File: config.mk
export PLATFORM = sky130hd
export DESIGN_NAME = mem_arbiter
export DESIGN_NICKNAME = d
export VERILOG_FILES = /design/src/rtl/rv6_mem_pkg.sv /design/src/rtl/mem_arb_rr.sv /design/src/rtl/mem_arbiter.sv
export SDC_FILE = /design/constraint.sdc
export NUM_CORES = 1
export LEC_CHECK = 0
export BUFFER_PORTS_ARGS = -buffer_cell sky130_fd_sc_hd__buf_4
export CAP_MARGIN = 10
export CORE_AREA = 2 2 428 430
export DETAILED_ROUTE_END_ITERATION = 12
export DIE_AREA = 0 0 430 432
export MAX_ROUTING_LAYER = met4
export PLACE_DENSITY = 0.38
export SYNTH_ARGS = -nofsm -noshare
export SYNTH_HDL_FRONTEND = slang
export SYNTH_HIERARCHICAL = 1
export SYNTH_SLANG_ARGS = --single-unit
File: constraint.sdc
create_clock -name clk -period 1.5 [get_ports clk]
set_clock_uncertainty 0.05 [all_clocks]
set_input_delay 0.15 -clock clk [delete_from_list [all_inputs] [get_ports clk]]
set_output_delay 0.15 -clock clk [all_outputs]
set_load 0.05 [all_outputs]
File: src/rtl/rv6_mem_pkg.sv
// rtl/rv6_mem_pkg.sv - shared types and constants for the L1-to-memory arbiter
`ifndef CMEM_LINE
`define CMEM_LINE 256
`endif

package rv6_mem_pkg;

  typedef enum logic [1:0] {
    IDLE = 2'd0,
    RD   = 2'd1,
    WR   = 2'd2,
    GAP  = 2'd3
  } arb_state_t;

  typedef enum logic {
    IC = 1'b0,
    DC = 1'b1
  } arb_client_t;

  localparam logic [1:0] MEM_LEN_B = 2'd0;
  localparam logic [1:0] MEM_LEN_H = 2'd1;
  localparam logic [1:0] MEM_LEN_W = 2'd2;
  localparam logic [1:0] MEM_LEN_D = 2'd3;

  function automatic int unsigned len_bytes(input logic [1:0] len);
    case (len)
      MEM_LEN_B: return 1;
      MEM_LEN_H: return 2;
      MEM_LEN_W: return 4;
      MEM_LEN_D: return 8;
      default:   return 0;
    endcase
  endfunction

endpackage

File: src/rtl/mem_arb_rr.sv
// rtl/mem_arb_rr.sv - two-way round-robin picker; bit 0 is the icache, bit 1 the dcache
module mem_arb_rr
  import rv6_mem_pkg::*;
(
  input  logic       clk,
  input  logic       rst_n,
  input  logic [1:0] req_i,
  input  logic       take_i,
  output logic [1:0] gnt_o
);

  arb_client_t last_q, last_d;

  always_comb begin
    gnt_o = 2'b00;
    case (req_i)
      2'b01:   gnt_o = 2'b01;
      2'b10:   gnt_o = 2'b10;
      // On a tie the client that did not win last time goes first
      2'b11:   gnt_o = (last_q == IC) ? 2'b10 : 2'b01;
      default: gnt_o = 2'b00;
    endcase
  end

  always_comb begin
    last_d = last_q;
    if (take_i && gnt_o[1]) begin
      last_d = DC;
    end else if (take_i && gnt_o[0]) begin
      last_d = IC;
    end
  end

  always_ff @(posedge clk) begin
    if (!rst_n) begin
      last_q <= IC;
    end else begin
      last_q <= last_d;
    end
  end

endmodule

File: src/rtl/mem_arbiter.sv
// rtl/mem_arbiter.sv - serialises icache fills and dcache fills/stores onto one memory port
module mem_arbiter
  import rv6_mem_pkg::*;
#(
  parameter int LINE_W = `CMEM_LINE
) (
  input  logic              clk,
  input  logic              rst_n,
  input  logic [63:0]       ic_addr_i,
  input  logic              ic_rd_i,
  output logic [LINE_W-1:0] ic_rdata_o,
  output logic              ic_dv_o,
  input  logic [63:0]       dc_addr_i,
  input  logic [63:0]       dc_wdata_i,
  input  logic [1:0]        dc_len_i,
  input  logic              dc_rd_i,
  input  logic              dc_wr_i,
  output logic [LINE_W-1:0] dc_rdata_o,
  output logic              dc_dv_o,
  output logic [63:0]       mem_addr_o,
  output logic [63:0]       mem_wdata_o,
  output logic [1:0]        mem_len_o,
  output logic              mem_rd_o,
  output logic              mem_wr_o,
  input  logic [LINE_W-1:0] mem_rdata_i,
  input  logic              mem_dv_i
);

  localparam logic [63:0] LINE_MASK = ~(64'(LINE_W / 8) - 64'd1);

  arb_state_t        state_q, state_d;
  arb_client_t       client_q, client_d;
  logic              mem_rd_q, mem_rd_d;
  logic              mem_wr_q, mem_wr_d;
  logic [63:0]       mem_addr_q, mem_addr_d;
  logic [63:0]       mem_wdata_q, mem_wdata_d;
  logic [1:0]        mem_len_q, mem_len_d;
  logic [LINE_W-1:0] ic_rdata_q, ic_rdata_d;
  logic [LINE_W-1:0] dc_rdata_q, dc_rdata_d;
  logic              ic_dv_q, ic_dv_d;
  logic              dc_dv_q, dc_dv_d;

  logic [1:0] req;
  logic [1:0] gnt;
  logic       take;

  assign req  = {dc_rd_i | dc_wr_i, ic_rd_i};
  assign take = (state_q == IDLE) && (req != 2'b00);

  mem_arb_rr u_rr (
    .clk    (clk),
    .rst_n  (rst_n),
    .req_i  (req),
    .take_i (take),
    .gnt_o  (gnt)
  );

  always_comb begin
    state_d     = state_q;
    client_d    = client_q;
    mem_rd_d    = mem_rd_q;
    mem_wr_d    = mem_wr_q;
    mem_addr_d  = mem_addr_q;
    mem_wdata_d = mem_wdata_q;
    mem_len_d   = mem_len_q;
    ic_rdata_d  = ic_rdata_q;
    dc_rdata_d  = dc_rdata_q;
    ic_dv_d     = 1'b0;
    dc_dv_d     = 1'b0;

    case (state_q)
      IDLE: begin
        mem_rd_d = 1'b0;
        mem_wr_d = 1'b0;
        if (gnt[1]) begin
          client_d = DC;
          // A store beats a fill if the dcache raises both
          if (dc_wr_i) begin
            state_d     = WR;
            mem_wr_d    = 1'b1;
            mem_addr_d  = dc_addr_i;
            mem_wdata_d = dc_wdata_i;
            mem_len_d   = dc_len_i;
          end else begin
            state_d    = RD;
            mem_rd_d   = 1'b1;
            mem_addr_d = dc_addr_i & LINE_MASK;
          end
        end else if (gnt[0]) begin
          client_d   = IC;
          state_d    = RD;
          mem_rd_d   = 1'b1;
          mem_addr_d = ic_addr_i & LINE_MASK;
        end
      end

      RD: begin
        if (mem_dv_i) begin
          mem_rd_d = 1'b0;
          state_d  = GAP;
          if (client_q == DC) begin
            dc_rdata_d = mem_rdata_i;
            dc_dv_d    = 1'b1;
          end else begin
            ic_rdata_d = mem_rdata_i;
            ic_dv_d    = 1'b1;
          end
        end
      end

      WR: begin
        mem_wr_d = 1'b0;
        dc_dv_d  = 1'b1;
        state_d  = GAP;
      end

      GAP: begin
        // Both strobes low here so memory sees a fresh rising edge next time
        mem_rd_d = 1'b0;
        mem_wr_d = 1'b0;
        state_d  = IDLE;
      end

      default: begin
        mem_rd_d = 1'b0;
        mem_wr_d = 1'b0;
        state_d  = IDLE;
      end
    endcase
  end

  always_ff @(posedge clk) begin
    if (!rst_n) begin
      state_q     <= IDLE;
      client_q    <= IC;
      mem_rd_q    <= 1'b0;
      mem_wr_q    <= 1'b0;
      mem_addr_q  <= 64'd0;
      mem_wdata_q <= 64'd0;
      mem_len_q   <= MEM_LEN_B;
      ic_rdata_q  <= '0;
      dc_rdata_q  <= '0;
      ic_dv_q     <= 1'b0;
      dc_dv_q     <= 1'b0;
    end else begin
      state_q     <= state_d;
      client_q    <= client_d;
      mem_rd_q    <= mem_rd_d;
      mem_wr_q    <= mem_wr_d;
      mem_addr_q  <= mem_addr_d;
      mem_wdata_q <= mem_wdata_d;
      mem_len_q   <= mem_len_d;
      ic_rdata_q  <= ic_rdata_d;
      dc_rdata_q  <= dc_rdata_d;
      ic_dv_q     <= ic_dv_d;
      dc_dv_q     <= dc_dv_d;
    end
  end

  assign ic_rdata_o  = ic_rdata_q;
  assign ic_dv_o     = ic_dv_q;
  assign dc_rdata_o  = dc_rdata_q;
  assign dc_dv_o     = dc_dv_q;
  assign mem_addr_o  = mem_addr_q;
  assign mem_wdata_o = mem_wdata_q;
  assign mem_len_o   = mem_len_q;
  assign mem_rd_o    = mem_rd_q;
  assign mem_wr_o    = mem_wr_q;

endmodule
==> flow_summary.json <==
{
  "worstHoldEndpoint": "mem_wdata_o[34]",
  "die_w_um": 430,
  "clock-sinks": 650,
  "finalWorstPathRequiredPeriod_ns": 1.658,
  "synth_area_leader_cell": "dfxtp_1",
  "min_delay_path_depth": 4,
  "clock_latency_ns": 0.68,
  "cp_cell_sequence": "inv_4, ha_4, and3b_4, buf_12, buf_12, buf_16, nand2_1, a21oi_1",
  "dieArea_um2": 185800,
  "nets": 4993,
  "synthCells": 2842,
  "io_pins": 1102,
  "grt_pass1_wl_um": 182600,
  "syn_area_um2": 23180,
  "antenna_left": 0,
  "placed_area_um2": 35480,
  "grt_max_degree": 65,
  "synth_warnings": 6,
  "numCtsBuffers": 84,
  "finalHoldViolations": 0,
  "cts.clk_slew.worst_paths_ns": 0.06,
  "status": "finished, violations left",
  "first_global_vias": 25720,
  "worstPathRequired_ns": 2.10,
  "irDropWorstVdd_uv": 818.1,
  "cts_tree": "built",
  "instances_no_fill": 6998,
  "maxSlewViolCount": 0,
  "areaGrowthSynthToFinish_pct": 97.99,
  "synth-async-reset-ratio_pct": 0,
  "r2r_start": "state_q[1]",
  "drtIter0Drc": 1302,
  "synth_area_leaders": "dfxtp_1 (56%), nand2_1 (19%), a21oi_1 (13%), mux2i_1 (2.6%), buf_2 (1.6%)",
  "maxCapViolCount": 0,
  "dr_total_vias": 25980,
  "reg2reg_to": "ic_rdata_o[129]",
  "synth_nets": 3305,
  "worstSetupPathType": "flip-flop to flip-flop",
  "slowest_delay_ns": 0.33,
  "yosys.area.top_type_share_pct": 56.14,
  "htree_levels": 3,
  "placed_cells": 6283,
  "crit_path_end_kind": "flip-flop",
  "cts_buffer_depth": 3,
  "synth_edf_count": 0,
  "critPathTopFamily": "buffers and inverters",
  "overflow": 0,
  "avgSynthCellArea_um2": 8.155,
  "critPathMostFrequentCell": "buf_12",
  "synth_seq_cells": 650,
  "grt_usage_pct": 13.83,
  "std_cell_rows": 157,
  "dr.pass1.iters": 7,
  "yosysSeqAreaShare_pct": 56.14,
  "die_h_um": 432,
  "core_um2": 181700,
  "start_util_pct": 12.76,
  "slew_headroom_pct": 71.97,
  "cp.arrival_ns": 2.25,
  "synthTopCellsByCount": "nand2_1 (1161), dfxtp_1 (650), a21oi_1 (580)",
  "worst_pin_slew_ns": 0.4088,
  "failed_checks": "negative setup slack",
  "worstPathBufferInverterCount": 4,
  "antenna_found_initial": 23,
  "p_leak_uw": 0.01885,
  "tns_ns": -37.68,
  "io_buffers": 1096,
  "yosysMostFrequentCell": "nand2_1",
  "routedWlPerCell_um": 19.94,
  "ys.flop_type": "dfxtp_1",
  "drc": 0,
  "fin_area_um2": 45890,
  "reg2regPathDepth": 8,
  "cpMaxStageDelayCell": "dfxtp_2",
  "setup_viol_count_final": 593,
  "clock.fmax_ghz": 0.6033,
  "root_buffer": "clkbuf_16",
  "timing.final.ws_setup_ns": -0.1576,
  "start_kind": "flip-flop",
  "hp-start": "dc_wdata_i[34]",
  "pre_cts_ws_ns": -0.2418,
  "ys_types": 34,
  "layout-drive-gt1-share_pct": 37.47,
  "rsz0062_at_grt": "true",
  "routed_wl_um": 139500,
  "hp-class": "input pin to flip-flop",
  "crit_fanout": 14,
  "hpwl_um": 99730,
  "reg2reg_slack_ns": -0.16,
  "fin_crit_sh_pct": 110.5,
  "gp_congestion": 0.8653,
  "power.density_nw_per_um2": 1487,
  "via_per_inst": 3.713
}
==> stage by stage <==
step / util (%) / hold slack [ns] / power [uW]
final: 25.25 / 0.1846 / 68250
after global routing: 25.25 / 0.1569 / 71420
after CTS: 24.00 / 0.09195 / 67070
after detailed placement: 19.52 / 0.3476 / 43490
after global placement: 19.52 / 0.3381 / 43410
after floorplan: - / 0.2360 / 34390
==> report_power, final <==
part,leakage (uW),total [uW],internal (uW),switching (uW)
sequential,0.00529,20900,19500,1360
clock,0.00139,21200,12600,8620
combinational,0.0122,26200,9870,16300
total,0.0189,68300,42000,26300
==> final cells by class <==
class	instances	area [um^2]
fillers	19680	135800
repair buffers	1822	17070
flip-flops and latches	650	13110
multi-input cells	1968	9796
well taps	2385	2984
clock buffers	121	2401
clock inverters	28	454.2
diodes	20	50.05
inverters	4	25.02
==> state kept, by name (all words and copies together), names as in the netlist <==
register     cells
ic_rdata_o     256
dc_dv_o          1
state_q          2
mem_wr_o         1
mem_len_o        2
mem_addr_o      64
ic_dv_o          1
mem_rd_o         1
client_q         1
u_rr/last_q      1
dc_rdata_o     256
mem_wdata_o     64
==> cell families after synthesis <==
| family | after synthesis | share of synthesized area (%) |
|---|---|---|
| AO/OA/AOI/OAI | 657 | 15.44 |
| adder cells (fa/ha/maj) | 7 | 0.3779 |
| buffers and inverters | 224 | 5.107 |
| AND/OR/NAND/NOR | 1244 | 20.34 |
| flip-flops | 650 | 56.14 |
| multiplexers | 60 | 2.591 |
==> per-layer routing <==
layer  global-route usage [%]  vias up  wire, um
met5                        -        -         0
met4                    5.553        0      5151
met3                    3.645      196      7668
met2                    23.59      791     70990
met1                    15.28    12280     55700
li1                         -    12720         -
==> worst max-delay path by stage <==
| stage | cells past startpoint | slack [ns] | from | to |
|---|---|---|---|---|
| floorplan | 7 | 0.02 | state_q[0] | mem_addr_o[14] |
| global placement | 7 | -0.23 | dc_rd_i | mem_addr_o[15] |
| detailed placement | 8 | -0.24 | dc_wr_i | mem_addr_o[1] |
| CTS | 7 | -0.17 | state_q[0] | mem_wdata_o[54] |
| global route | 8 | -0.23 | state_q[1] | dc_rdata_o[93] |
| finish | 8 | -0.16 | state_q[1] | ic_rdata_o[129] |
==> placed cells by master, fill, tap and decap left out, types with 40 or more instances in the layout <==
| cell | Yosys | routed |
|---|---|---|
| nand2_4 | 0 | 40 |
| buf_12 | 0 | 76 |
| a21oi_1 | 580 | 493 |
| dlygate4sd3_1 | 0 | 450 |
| a21oi_2 | 0 | 87 |
| nand2_1 | 1161 | 1091 |
| mux2i_1 | 60 | 59 |
| dfxtp_1 | 650 | 622 |
| buf_4 | 42 | 1193 |
| clkbuf_16 | 0 | 119 |
| nor2_1 | 67 | 67 |
==> tightest hold or removal path: stages <==
cell           delay (ns)
dlygate4sd3_1        0.52
buf_4                0.10
nand2_1              0.04
a21oi_1              0.10
==> timing repair <==
item	CTS	global route
hold buffers	450	0
endpoints found under the hold margin	649	0
pin swaps	1	92
resized for setup	133	249
cloned	7	43
setup endpoints to repair	1259	1247
buffers inserted	17	29
(Power assumes the default switching activity.)
